--- src/rtl/lsu_pkg.sv ---
// Shared types and constants for the load/store unit: FSM states,
// response error codes, RISC-V func3 width codes and the legality check.
package lsu_pkg;

  typedef enum logic [1:0] {
    ST_IDLE = 2'b00,
    ST_REQ  = 2'b01,
    ST_WAIT = 2'b10,
    ST_RESP = 2'b11
  } lsu_state_e;

  typedef enum logic [1:0] {
    ERR_NONE     = 2'b00,
    ERR_MISALIGN = 2'b01,
    ERR_ILLEGAL  = 2'b10,
    ERR_TIMEOUT  = 2'b11
  } resp_err_e;

  localparam logic [2:0] F3_B  = 3'b000;
  localparam logic [2:0] F3_H  = 3'b001;
  localparam logic [2:0] F3_W  = 3'b010;
  localparam logic [2:0] F3_BU = 3'b100;
  localparam logic [2:0] F3_HU = 3'b101;

  // An access is illegal when its kind is ambiguous or func3 names no
  // width that this kind of access supports (stores have no unsigned forms).
  function automatic logic lsu_is_illegal(input logic       is_load,
                                          input logic       is_store,
                                          input logic [2:0] func3);
    logic bad;
    if (is_load == is_store) begin
      bad = 1'b1;
    end else if (is_load) begin
      bad = (func3 == 3'b011) || (func3 == 3'b110) || (func3 == 3'b111);
    end else begin
      bad = (func3 > F3_W);
    end
    return bad;
  endfunction

endpackage

--- src/rtl/load_store_unit_align.sv ---
// Combinational lane logic. On the store side it replicates store data
// across byte lanes and builds the write strobes; on the load side it
// picks the addressed byte/half out of the raw word and extends it.
// The misalignment flag depends only on width and address, so it is
// valid for both kinds of access.
module lsu_align
  import lsu_pkg::*;
(
  input  logic        is_load_i,
  input  logic [2:0]  func3_i,
  input  logic [1:0]  addr_lo_i,
  input  logic [31:0] data_i,
  output logic [31:0] data_o,
  output logic [3:0]  strb_o,
  output logic        misalign_o
);

  logic [7:0]  byte_s;
  logic [15:0] half_s;
  logic [31:0] load_s;
  logic [31:0] store_s;
  logic [3:0]  strb_s;

  assign half_s = addr_lo_i[1] ? data_i[31:16] : data_i[15:0];

  // Select the byte lane addressed by the low address bits.
  always_comb begin
    byte_s = data_i[7:0];
    case (addr_lo_i)
      2'b00:   byte_s = data_i[7:0];
      2'b01:   byte_s = data_i[15:8];
      2'b10:   byte_s = data_i[23:16];
      2'b11:   byte_s = data_i[31:24];
      default: byte_s = data_i[7:0];
    endcase
  end

  // Sign- or zero-extend the selected lane according to func3.
  always_comb begin
    load_s = 32'h0000_0000;
    case (func3_i)
      F3_B:    load_s = {{24{byte_s[7]}}, byte_s};
      F3_BU:   load_s = {24'h00_0000, byte_s};
      F3_H:    load_s = {{16{half_s[15]}}, half_s};
      F3_HU:   load_s = {16'h0000, half_s};
      F3_W:    load_s = data_i;
      default: load_s = 32'h0000_0000;
    endcase
  end

  // Replicate store data over all lanes and enable only the written bytes.
  always_comb begin
    store_s = data_i;
    strb_s  = 4'b1111;
    case (func3_i[1:0])
      2'b00: begin
        store_s = {4{data_i[7:0]}};
        strb_s  = 4'b0001 << addr_lo_i;
      end
      2'b01: begin
        store_s = {2{data_i[15:0]}};
        strb_s  = addr_lo_i[1] ? 4'b1100 : 4'b0011;
      end
      default: begin
        store_s = data_i;
        strb_s  = 4'b1111;
      end
    endcase
  end

  // Halfwords need an even address, words a word-aligned one.
  always_comb begin
    misalign_o = 1'b0;
    case (func3_i[1:0])
      2'b01:   misalign_o = addr_lo_i[0];
      2'b10:   misalign_o = (addr_lo_i != 2'b00);
      default: misalign_o = 1'b0;
    endcase
  end

  assign data_o = is_load_i ? load_s : store_s;
  assign strb_o = is_load_i ? 4'b0000 : strb_s;

endmodule

--- src/rtl/load_store_unit.sv ---
// Load/store unit: accepts one access per handshake, rejects illegal or
// misaligned ones without touching memory, otherwise runs a
// request/grant/rvalid exchange bounded by TIMEOUT cycles and returns a
// single registered response pulse.
module load_store_unit
  import lsu_pkg::*;
#(
  parameter int unsigned TIMEOUT = 255
) (
  input  logic        clk_i,
  input  logic        rst_i,
  input  logic        req_valid_i,
  output logic        req_ready_o,
  input  logic        is_load_i,
  input  logic        is_store_i,
  input  logic [2:0]  func3_i,
  input  logic [31:0] addr_i,
  input  logic [31:0] wdata_i,
  output logic        resp_valid_o,
  output logic [31:0] resp_rdata_o,
  output logic [1:0]  resp_err_o,
  output logic        mem_req_o,
  output logic        mem_we_o,
  output logic [31:0] mem_addr_o,
  output logic [31:0] mem_wdata_o,
  output logic [3:0]  mem_wstrb_o,
  input  logic        mem_gnt_i,
  input  logic        mem_rvalid_i,
  input  logic [31:0] mem_rdata_i
);

  localparam logic [16:0] TIMEOUT_C = 17'(TIMEOUT);

  lsu_state_e  state_q;
  resp_err_e   resp_err_q;
  logic        is_load_q;
  logic [2:0]  func3_q;
  logic [1:0]  addr_lo_q;
  logic [15:0] cnt_q;
  logic [16:0] cnt_d;
  logic        timeout_hit_s;
  logic        mem_req_q;
  logic        mem_we_q;
  logic [31:0] mem_addr_q;
  logic [31:0] mem_wdata_q;
  logic [3:0]  mem_wstrb_q;
  logic        resp_valid_q;
  logic [31:0] resp_rdata_q;

  logic        illegal_s;
  logic        misalign_s;
  logic [31:0] st_data_s;
  logic [3:0]  st_strb_s;
  logic [31:0] ld_data_s;
  logic [3:0]  ld_strb_unused_s;
  logic        ld_misalign_unused_s;

  // Request-side lanes and alignment check, evaluated on the live request.
  lsu_align u_store_align (
    .is_load_i  (is_load_i),
    .func3_i    (func3_i),
    .addr_lo_i  (addr_i[1:0]),
    .data_i     (wdata_i),
    .data_o     (st_data_s),
    .strb_o     (st_strb_s),
    .misalign_o (misalign_s)
  );

  // Response-side extraction of the returned word using the latched request.
  lsu_align u_load_align (
    .is_load_i  (1'b1),
    .func3_i    (func3_q),
    .addr_lo_i  (addr_lo_q),
    .data_i     (mem_rdata_i),
    .data_o     (ld_data_s),
    .strb_o     (ld_strb_unused_s),
    .misalign_o (ld_misalign_unused_s)
  );

  assign illegal_s     = lsu_is_illegal(is_load_i, is_store_i, func3_i);
  assign cnt_d         = {1'b0, cnt_q} + 17'd1;
  assign timeout_hit_s = (cnt_d == TIMEOUT_C);

  // Control FSM; all memory-side and response outputs are registered here.
  // A completing grant/rvalid wins over a timeout in the same cycle.
  always_ff @(posedge clk_i or posedge rst_i) begin
    if (rst_i) begin
      state_q      <= ST_IDLE;
      resp_err_q   <= ERR_NONE;
      is_load_q    <= 1'b0;
      func3_q      <= 3'b000;
      addr_lo_q    <= 2'b00;
      cnt_q        <= 16'h0000;
      mem_req_q    <= 1'b0;
      mem_we_q     <= 1'b0;
      mem_addr_q   <= 32'h0000_0000;
      mem_wdata_q  <= 32'h0000_0000;
      mem_wstrb_q  <= 4'b0000;
      resp_valid_q <= 1'b0;
      resp_rdata_q <= 32'h0000_0000;
    end else begin
      resp_valid_q <= 1'b0;
      case (state_q)
        ST_IDLE: begin
          if (req_valid_i) begin
            is_load_q <= is_load_i;
            func3_q   <= func3_i;
            addr_lo_q <= addr_i[1:0];
            cnt_q     <= 16'h0000;
            if (illegal_s) begin
              state_q      <= ST_RESP;
              resp_valid_q <= 1'b1;
              resp_err_q   <= ERR_ILLEGAL;
              resp_rdata_q <= 32'h0000_0000;
            end else if (misalign_s) begin
              state_q      <= ST_RESP;
              resp_valid_q <= 1'b1;
              resp_err_q   <= ERR_MISALIGN;
              resp_rdata_q <= 32'h0000_0000;
            end else begin
              state_q     <= ST_REQ;
              mem_req_q   <= 1'b1;
              mem_we_q    <= is_store_i;
              mem_addr_q  <= {addr_i[31:2], 2'b00};
              mem_wdata_q <= st_data_s;
              mem_wstrb_q <= st_strb_s;
            end
          end
        end
        ST_REQ: begin
          if (mem_gnt_i) begin
            mem_req_q <= 1'b0;
            if (!is_load_q) begin
              state_q      <= ST_RESP;
              resp_valid_q <= 1'b1;
              resp_err_q   <= ERR_NONE;
              resp_rdata_q <= 32'h0000_0000;
            end else if (mem_rvalid_i) begin
              state_q      <= ST_RESP;
              resp_valid_q <= 1'b1;
              resp_err_q   <= ERR_NONE;
              resp_rdata_q <= ld_data_s;
            end else begin
              state_q <= ST_WAIT;
              cnt_q   <= cnt_d[15:0];
            end
          end else if (timeout_hit_s) begin
            mem_req_q    <= 1'b0;
            state_q      <= ST_RESP;
            resp_valid_q <= 1'b1;
            resp_err_q   <= ERR_TIMEOUT;
            resp_rdata_q <= 32'h0000_0000;
          end else begin
            cnt_q <= cnt_d[15:0];
          end
        end
        ST_WAIT: begin
          if (mem_rvalid_i) begin
            state_q      <= ST_RESP;
            resp_valid_q <= 1'b1;
            resp_err_q   <= ERR_NONE;
            resp_rdata_q <= ld_data_s;
          end else if (timeout_hit_s) begin
            state_q      <= ST_RESP;
            resp_valid_q <= 1'b1;
            resp_err_q   <= ERR_TIMEOUT;
            resp_rdata_q <= 32'h0000_0000;
          end else begin
            cnt_q <= cnt_d[15:0];
          end
        end
        ST_RESP: begin
          state_q <= ST_IDLE;
        end
        default: begin
          state_q   <= ST_IDLE;
          mem_req_q <= 1'b0;
        end
      endcase
    end
  end

  assign req_ready_o  = (state_q == ST_IDLE);
  assign resp_valid_o = resp_valid_q;
  assign resp_rdata_o = resp_rdata_q;
  assign resp_err_o   = resp_err_q;
  assign mem_req_o    = mem_req_q;
  assign mem_we_o     = mem_we_q;
  assign mem_addr_o   = mem_addr_q;
  assign mem_wdata_o  = mem_wdata_q;
  assign mem_wstrb_o  = mem_wstrb_q;

endmodule

--- config.mk ---
export PLATFORM = sky130hd
export DESIGN_NAME = load_store_unit
export DESIGN_NICKNAME = d
export VERILOG_FILES = /design/src/rtl/lsu_pkg.sv /design/src/rtl/load_store_unit_align.sv /design/src/rtl/load_store_unit.sv
export SDC_FILE = /design/constraint.sdc
export NUM_CORES = 1
export LEC_CHECK = 0
export ABC_AREA = 1
export CORE_MARGIN = 5
export CORE_UTILIZATION = 25
export CTS_CLUSTER_DIAMETER = 40
export DETAILED_ROUTE_END_ITERATION = 10
export PLACE_DENSITY_LB_ADDON = 0.25
export SLEW_MARGIN = 10
export SYNTH_ARGS = -nofsm -noshare
export SYNTH_HDL_FRONTEND = slang
export SYNTH_SLANG_ARGS = --single-unit
export TNS_END_PERCENT = 20
--- constraint.sdc ---
create_clock -name clk_i -period 5.5 [get_ports clk_i]
set_clock_uncertainty 0.2 [all_clocks]
set_input_delay 1.375 -clock clk_i [delete_from_list [all_inputs] [get_ports clk_i]]
set_output_delay 1.375 -clock clk_i [all_outputs]
set_load 0.05 [all_outputs]
# Word level (Yosys, flattened, before mapping)
# Cells that the tools add are included.
totals:
  register_bits: 127
  latchBits: 0
  ramBits: 0
  mem_bits_ro: 0
  inputBits: 106
  out_inout_bits: 106
  word_cells: 130
  n_memories: 0
op_classes:
  addsub: 1
  multipliers: 0
  n_div: 0
  n_lt_le_gt_ge: 1
  n_eq_ne: 33
  n_shift: 1
  n_mux: 63
  bitwise: 2
  reduce_logical: 16
op_table:
  columns: ["op", "n"]
  rows:
  - ["one-hot mux 32 bit (5 select lines)", 2]
  - ["2-to-1 mux 32 bit", 9]
  - ["2-to-1 mux 16 bit", 8]
  - ["one-hot mux 32 bit (3 select lines)", 1]
  - ["one-hot mux 32 bit (2 select lines)", 1]
  - ["one-hot mux 8 bit (4 select lines)", 2]
  - ["one-hot mux 16 bit (3 select lines)", 1]
  - ["2-to-1 mux 2 bit", 14]
  - ["equality test 3 bit, second input constant", 6]
  - ["adder 16 x 1 -> 17 bit, second input constant", 1]
  - ["equality test 17 x 8 -> 1 bit, second input constant", 1]
  - ["2-to-1 mux 1 bit", 17]
  - ["equality test 2 bit, second input constant", 7]
  - ["AND reduction 5 bit", 2]
  - ["equality test 3 x 2 -> 1 bit, second input constant", 3]
  - ["!= test 3 bit, second input constant", 3]
  - ["equality test 2 x 1 -> 1 bit, second input constant", 4]
  - ["logical NOT 2 bit", 4]
  - ["2-to-1 mux 4 bit", 2]
  - ["!= test 2 bit, second input constant", 4]
  - ["one-hot mux 2 bit (4 select lines)", 1]
  - ["one-hot mux 4 bit (2 select lines)", 1]
  - ["AND reduction 4 bit", 2]
  - ["equality test 3 x 1 -> 1 bit, second input constant", 2]
  - ["14 further kinds", 19]

# Depth between registers and ports, before layout
logic_depth:
  ltp_word: 8
  depth_mapped: 17
  mapped_depth_nobuf: 16

# Cells and area by module
# A second synthesis with hierarchy kept.
unflattened:
  hier_cells: 1400
  hier_area_um2: 9233.9
by_module_without_submodules:
  columns: ["module", "n_inst", "cells_per_inst", "area_each_um2", "seq_area_each_um2"]
  rows:
  - ["load_store_unit", 1, 742, 5955.7, 3178.0]
  - ["lsu_align", 2, 329, 1639.1, 0.0]

# Worst setup path after synthesis
# Ideal clock, no wire load.
synth_timing:
  kind: "input port to flip-flop"
  startpoint: "input port func3_i[1]"
  endpoint: "register resp_rdata_q[15], in the netlist resp_rdata_o[15]"
  setup_ns: 0.065
  arrival_time_ns: 3.295
  t_required_ns: 5.235
  path_slack_ns: 1.940
  cell_stages: 14
  path_buffers: 2
  cell_sequence: "inv_2 -> clkbuf_1 -> ha_1 -> inv_2 -> o22ai_1 -> nand2_1 -> nand2_1 -> nor2_1 -> inv_1 -> nand2_2 -> nor3_4 -> clkbuf_1 -> nand2_1 -> nand2_1"
synth_between:
  elab_chain_len: 8
  word_cells_on_any_way: 16
  classes_between: "order compare: 1; eq/ne: 6; mux: 6; reduce/logical: 3"
synth_lines:
  columns: ["element", "line", "rtl"]
  rows:
  - ["start, declared", "load_store_unit.sv:16", "input logic [2:0] func3_i,"]
  - ["parallel branches: the longest is 8 deep, another holds > comparator 3 x 2 -> 1 bit", null, null]
  - ["end signal, assigned", "load_store_unit.sv:142", "resp_rdata_q <= ld_data_s;"]
  - ["end signal, assigned", "load_store_unit.sv:162", "resp_rdata_q <= ld_data_s;"]
  - ["end, declared", "load_store_unit.sv:48", "logic [31:0] resp_rdata_q;"]
# Parallel ways; which one is timed is not known. The select of a mux whose other input is x is not followed.
# A chain may end at the register's enable or synchronous reset.

# Final worst setup path
layout_timing:
  startpoint: "input port func3_i[1]"
  endpoint: "register resp_rdata_q[29], in the netlist resp_rdata_o[29]"
# Same word-level chain as after synthesis.

==> impl_results.md <==
- Status: finished clean
- Worst Hold Depth: 2
- Warnings, synthesis: 0
- Ant. Diodes: 0
- Max_slew headroom: 0.3478
- Syn_area_per_cell: ~7.0 um2
- Height of the die: between 150 and 200 um
- DR iter-0 viols: ~530
- Sequential area share after synthesis: 0.4143
- Syn Inst Count: around 1100
- Startpoint Class: primary input
- # Max-Cap Violations: 0
- Worst VDD drop: a little under 0.3 mV
- Dpl cells: roughly 1700
- Seq. cell area: roughly 3200 um2
- Gr ovfl total: 0
- Ys async rst share: 1.000
- Core Rows: 64
- Wirelength, routed: between 20 and 30 mm
- First-pass GRT wire length: between 40 and 50 mm
- Post-Syn Area: 7671 um2
- Fin nets: between 1000 and 1500
- P_leak: roughly 5 nW
- Fin. Hold Viols: 0
- Seq cells post-synth: between 100 and 150
- Reg2reg path depth: 9
- Sequence of cells on the critical path: clkdlybuf4s50_1, inv_2, ha_1, inv_2, o22ai_1, nand2_1, nand2_1, nor2_1, inv_1, nand2_2, nor2_4, nand3_2, nand2_4, nand2_1, nand2_1
- Final Util: 0.3518
- Routability congestion estimate from global placement: 0.8630
- Hold WC Path Type: reg2reg
- H-tree levels: 4
- Final slew viol count: 0
- Final ANT Viol Nets: 0
- Vias in the first global route: 7722
- Hold buffers post-CTS: 0
- Clock root buffer: clkbuf_16
- Final cell count without fillers: around 1700
- Area taken by multi-input logic gates: ~3900 um2
- Number of enable flip-flop cells after synthesis: 0
- TritonCTS clock tree: yes
- Drt wl/cell: about 16 um
- Clock sink count: around 130
- I/O pin total: ~210
- Least-Margin Pin Slew: about 0.97 ns
- Commonest non-fill, non-tap cell in the layout: nand2_1
- Clock Tree Buf Depth: 2
- CTS resizes: 0
- Crit path max-delay cell type: ha_1
- Die W: 185.2 um
- Clock Latency Late Sink: between 0.4 and 0.5 ns
- Antenna violations before repair: 1
- Period utilization: 0.7877
- Peak Freq: approximately 0.23 GHz
- Setup TNS: 0 ns
- Clock transition at path regs: 0.07 ns
- Residual DRC: 0
- CP arrival: roughly 4.5 ns
- Final period demand of the worst path: around 4.3 ns
- Vias: 8032
- Total core area: about 30000 um2
- Starting density of the core: 0.2521
- Top FF cell, synth: dfrtp_1
- WS Path Type: in2reg
- # setup viols final: 0
- GRT Resource Usage Total: 0.1569
- Share of cells above drive strength 1: 0.05837
- Port Buffers: between 200 and 250
- Fillers: roughly 3300
- Commonest cells after routing, fill and taps aside: nand2_1, clkdlybuf4s50_1, dfrtp_1
- Post CTS Setup Buffer Count: 0
- Pwr per Cell Area: between 500 and 600 nW/um2
- P&R area growth vs syn: 39.54%
- Crit. End Element: flip-flop
- HPWL after DPL: ~20 mm
- Data required time of the critical path: roughly 5.7 ns
- First-pass DRT Iterations: 5
- DR vias/cell: 4.730
- RSZ-0062 raised after global routing: false
- Total CTS buffers: 17
- Largest net degree at the start of global routing: a little over 80
- Fin Hold WS: about 0.27 ns
- CP Max Fanout: 32
- Die ar.: 34290 um2
- Most used cell, CP: nand2_1
- Delay of the slowest cell on the worst path: about 0.61 ns
- Number of distinct library cells after synthesis: between 40 and 50
[cell families (layout without fill, tap and decap cells)]
family,Yosys count,after routing,share of synthesized area
DFF,127,127,0.4143
adders and majority gates,10,10,0.01631
other,1,2,0.0004888
buffers and inverters,154,353,0.08139
and+or+nand+nor,590,590,0.3195
AOI/OAI and AO/OA,219,219,0.1669
xor gates and xnor gates,1,1,0.001142
[Yosys cell counts (7+ instances only)]
library cell	instances	area (um2)
buf_2	10	50.05
nand3_1	59	295.3
nor2_1	67	251.5
inv_1	96	360.4
o22ai_1	19	118.9
a21oi_1	57	285.3
o21ai_0	88	440.4
nand4_1	7	43.79
dfrtp_1	127	3178
nand2_1	409	1535
o211ai_1	12	90.09
a22oi_1	9	67.56
ha_1	10	125.1
clkbuf_1	35	131.4
nor3_1	16	80.08
a2bb2oi_1	14	122.6
nand2_2	15	93.84
[sequential cells by signal, summed over array words and instances, names as in the netlist]
signal	count
addr_lo_q	2
resp_valid_o	1
resp_err_o	2
mem_we_o	1
mem_req_o	1
mem_wdata_o	32
is_load_q	1
cnt_q	16
mem_addr_o	30
func3_q	3
state_q	2
mem_wstrb_o	4
resp_rdata_o	32
[routing by layer]
| layer | GRT usage | vias up | part of all wire |
|---|---|---|---|
| met1 | 0.2164 | 3782 | 0.46 |
| met5 | 0 | - | 0.00040 |
| met3 | 0.04085 | 18 | 0.064 |
| met4 | 0.03200 | 2 | 0.0094 |
| li1 | - | 3979 | - |
| met2 | 0.2500 | 251 | 0.46 |
[path summary, 6_finish.rpt]
kind	endpoint	from	slack (ns)
setup / recovery	resp_rdata_o[29]	func3_i[1]	1.17
hold / removal	mem_addr_o[20]	mem_addr_o[20]	0.27
setup reg to reg	mem_wdata_o[17]	state_q[1]	2.62
hold reg to reg	mem_addr_o[20]	mem_addr_o[20]	0.27
max in group asynchronous	mem_req_o	rst_i	3.07
min in group asynchronous	mem_addr_o[4]	rst_i	1.29
[area by class of cell]
class | instances | area share
clock buffer | 17 | 0.03974
clock inverter | 15 | 0.01379
inverter | 102 | 0.03624
multi-input combinational | 822 | 0.3622
sequential | 127 | 0.2969
tap | 396 | 0.04629
timing repair buffer | 219 | 0.2048
[critical path: cells and delay by family]
family                     cells  cell delay, ns
and+or+nand+nor                9            1.19
buffers and inverters          4            1.07
adders and majority gates      1            0.61
AOI/OAI and AO/OA              1            0.20
[stage by stage]
stage               power [mW]  setup slack [ns]  cell area, um2
floorplan                3.604            0.5407            7675
global placement         4.672            0.8609           10130
detailed placement       4.682            0.7277           10130
CTS                      5.838             1.162           10700
global route             6.115            0.7966           10700
finish                   5.759             1.167           10700
[where the power goes]
group / switching [mW] / total [mW] / leakage, nW / internal (mW)
clock: 0.486 / 1.12 / 0.280 / 0.637
sequential: 0.247 / 1.52 / 1.66 / 1.27
combinational: 2.15 / 3.12 / 3.03 / 0.971
total: 2.88 / 5.76 / 4.97 / 2.88
(Power assumes the default switching activity.)
==> RTL change 1 (same settings) <==
Encoding of `lsu_state_e`: now one-hot (4 bits for 4 states).
--- a/src/rtl/lsu_pkg.sv
+++ b/src/rtl/lsu_pkg.sv
@@ -3,9 +3,9 @@
 package lsu_pkg;
 
-  typedef enum logic [1:0] {
-    ST_IDLE = 2'b00,
-    ST_REQ  = 2'b01,
-    ST_WAIT = 2'b10,
-    ST_RESP = 2'b11
+  typedef enum logic [3:0] {
+    ST_IDLE = 4'b0001,
+    ST_REQ  = 4'b0010,
+    ST_WAIT = 4'b0100,
+    ST_RESP = 4'b1000
   } lsu_state_e;
 
Behaviour: same outputs for any inputs over 4 cycles, from zero or initial values and one cycle with rst_i high; so few cycles prove little.
==> RTL change 1 against the unedited design <==
- area after synthesis grew 1.5%
- critical path depth shrank 1
- critical path type unchanged
- total power shrank 8.0%
- final area grew 0.65%
- sequential cell count grew 2
- global-route usage shrank 0.15 points
- wire length grew 0.32%
- sequential power shrank 5%
- setup slack gained 28 ps
==> RTL change 1: results (changes against the unedited design) <==
Crit Path Max Fanout -> 36 (+13%)
DRC marker count from the first detailed-route iteration -> 556 (+5.7%)
number of vias per cell -> 4.735 (+0.11%)
Port Buf Inserts -> 209 (unchanged)
Worst EP arrival -> 4420 ps (-70 ps)
largest net degree at the start of global routing -> 103 (+27%)
Post-layout nets -> 1,386 (-1.4%)
Synth top cells by count -> nand2_1, dfrtp_1, inv_1, o21ai_0, nand3_1
status -> complete, no violations
initial antenna violation count -> 0 (-1)
distinct cell type count of the synthesized netlist -> 47 (+15%)
Max stage delay cell, worst path -> clkdlybuf4s50_1
sequential share of the synthesized area -> 41.49% (+0.060 points)
largest cells by area after synthesis -> dfrtp_1, nand2_1, o21ai_0, nand3_1, inv_1
Syn Area/Cell -> 7.141 um^2 (+2.6%)
CP max stage delay -> 680 ps (+70 ps)
HP Start -> resp_rdata_o[30]
final total power -> 5.296 mW (-8.0%)
Worst Max-Slew Pin Slew -> 1075 ps (+103.1 ps)
DR WL/cell -> 16.42 um (+1.3%)
pre-CTS setup slack -> 781.5 ps (+53.78 ps)
leakage power -> 4.905 nW (-1.3%)
DP Area -> 0.01017 mm^2 (+0.41%)
layout cell share with drive strength beyond 1 -> 7.309% (+1.5 points)
total track usage -> 15.54% (-0.15 points)
Synth Flop Type -> dfrtp_1
first-pass GRT wire length -> 44,210 um (+3.2%)
Detailed Place HPWL -> 20,450 um (+0.61%)
RD Place Congestion -> 0.9063 (+5.0%)
worst r2r src -> state_q[3]
DR vias -> 7,965 (-0.83%)
Seq pwr share -> 27.4% (+1.1 points)
Post-Place Cells -> 1,651 (-0.90%)
[RTL change 1: cell count changes in the layout (fill, tap and decap cells not counted), sizes merged, moves of 4 or more]
cell / unedited run / this run
o221ai: 4 / 0
o21ai: 91 / 98
nor3: 18 / 9
ha: 10 / 6
o22a: 2 / 11
nand4: 7 / 12
a21oi: 57 / 50
nand3: 60 / 80
a2bb2oi: 14 / 3
nand2: 425 / 382
o211ai: 12 / 18
or2: 0 / 7
[RTL change 1: layout make-up]
class / count / area (um^2)
flip-flops and latches: 129 / 3229
fillers: 3266 / 19900
clock inverters: 14 / 176.4
clock buffers: 17 / 425.4
repair buffers: 219 / 2167
well taps: 396 / 495.5
inverters: 105 / 400.4
multi-input cells: 802 / 3880
[RTL change 1: cells by family after synthesis]
logic type | Yosys count | synth area share (%)
adder cells (fa/ha/maj) | 6 | 0.9644
multiplexers | 2 | 0.2572
other | 1 | 0.04818
AND/OR/NAND/NOR | 567 | 31.41
flip-flops | 129 | 41.49
AO/OA/AOI/OAI | 223 | 16.72
XOR/XNOR | 2 | 0.3216
buffers and inverters | 160 | 8.793
[RTL change 1: per-layer routing]
metal | vias to the layer above | wire length [um] | share of wire [%] | GRT usage, %
met5 | - | 0 | 0 | 0
met4 | 0 | 337 | 1.2 | 3.840
met3 | 26 | 1805 | 6.5 | 3.812
met2 | 253 | 12980 | 47 | 25.72
met1 | 3761 | 12500 | 45 | 20.51
li1 | 3925 | - | - | -
[RTL change 1: worst paths after layout]
check / cells after the start / slack (ps) / to
setup / recovery: 14 / 1200 / resp_rdata_o[11]
hold reg to reg: 2 / 270 / resp_rdata_o[30]
max in group asynchronous: 3 / 2840 / state_q[0]
min in group asynchronous: 2 / 1320 / mem_addr_o[8]
hold / removal: 2 / 270 / resp_rdata_o[30]
setup reg to reg: 9 / 2290 / resp_rdata_o[21]
==> RTL change 2 (same flow settings) <==
Without the edit above. The parameter `TIMEOUT` goes from 255 to 127.
--- a/src/rtl/load_store_unit.sv
+++ b/src/rtl/load_store_unit.sv
@@ -6,5 +6,5 @@
   import lsu_pkg::*;
 #(
-  parameter int unsigned TIMEOUT = 255
+  parameter int unsigned TIMEOUT = 127
 ) (
   input  logic        clk_i,
Behaviour: no difference found for any inputs over 4 cycles, from zero or initial values and one cycle with rst_i high; that may be too few to reach the edited logic, so the function may still have changed.
==> RTL change 2 against the unedited design <==
- sequential cell count unchanged
- wire length decreased by 1.6%
- final area about the same
- first-iteration DRC count decreased by 6.8%
- combinational power decreased by 1%
- total power increased by 0.23%
- area after synthesis decreased by 0.57%
- critical path depth decreased by 2
- setup slack got worse by 8.9 ps
- critical endpoint is now mem_wdata_o[17]
- highest routed layer unchanged
==> RTL change 2: results (changes against the unedited design) <==
final total power -> 5.772 mW (+0.23%)
compound-cell area share of the yosys netlist -> 16.70% (about the same)
comb pwr -> 3.08 mW (-1%)
Worst Max-Slew Pin Slew -> 993.8 ps (+22.11 ps)
final core occ -> 35.29% (+0.11 points)
distinct cell type count of the synthesized netlist -> 40 (-2.4%)
Peak VDD IR -> 0.2987 mV (+0.17%)
Routed WL -> 27,090 um (-1.6%)
layout cell share with drive strength beyond 1 -> 5.057% (-0.78 points)
Detailed Place HPWL -> 19,940 um (-1.9%)
Synth Area in Adders -> 1.640% (+0.0094 points)
Worst-path clk slew -> 70 ps (about the same)
Fillers -> 3,195 (-2.9%)
Synth top area share -> 41.67% (+0.24 points)
DR WL/cell -> 15.93 um (-1.8%)
largest net degree at the start of global routing -> 114 (+41%)
Switch Pwr -> 2.886 mW (+0.14%)
pre-CTS setup slack -> 771.3 ps (+43.60 ps)
Post-layout nets -> 1,408 (+0.21%)
reg2reg path depth -> 7 (-2)
status -> complete, no violations
Post-Synth XOR/XNOR Area -> 0.1148% (+0.00066 points)
RD Place Congestion -> 0.8880 (+2.9%)
CP delay by family, top -> buffers and inverters
Worst Hold Endpoint -> mem_addr_o[19]
first-pass GRT wire length -> 42,660 um (-0.40%)
Min Hold Slack -> 271.3 ps (+0.8970 ps)
Post-Place Cells -> 1,668 (+0.12%)
Critical Path End -> mem_wdata_o[17]
total track usage -> 15.68% (about the same)
initial antenna violation count -> 3 (+2)
leakage power -> 4.996 nW (+0.52%)
post-route setup slack -> 1158 ps (-8.950 ps)
Max stage delay cell, worst path -> buf_4
Worst R2R End -> resp_rdata_o[29]
clock network fraction of total power -> 20.1% (+0.6 points)
number of vias per cell -> 4.673 (-1.2%)
DP Area -> 0.01009 mm^2 (-0.40%)
largest cells by area after synthesis -> dfrtp_1, nand2_1, o21ai_0, inv_1, nand3_1
DRC marker count from the first detailed-route iteration -> 490 (-6.8%)
Synth top cells by count -> nand2_1, dfrtp_1, inv_1, o21ai_0, nor2_1
worst r2r src -> addr_lo_q[1]
HP Start -> mem_addr_o[19]
[RTL change 2: metal layers]
layer / up-vias / wire (um) / global-route usage [%] / part of all wire, %
met4: 6 / 359 / 3.523 / 1.3
met1: 3634 / 12600 / 21.92 / 47
li1: 3979 / - / - / -
met3: 31 / 2109 / 4.559 / 7.8
met5: - / 41 / 0 / 0.15
met2: 299 / 11980 / 24.11 / 44
[RTL change 2: layout make-up]
type	count	area share [%]
multi-input cells	822	35.81
flip-flops and latches	127	29.68
repair buffers	222	20.75
well taps	396	4.627
clock buffers	17	3.972
inverters	102	3.622
clock inverters	15	1.542
[RTL change 2: kinds of logic (layout without fill, tap and decap cells)]
kind of cell	Yosys count	in the layout
xor gates and xnor gates	1	1
DFF	127	127
and+or+nand+nor	591	591
AOI/OAI and AO/OA	218	218
adders and majority gates	10	10
buffers and inverters	154	356
other	1	2
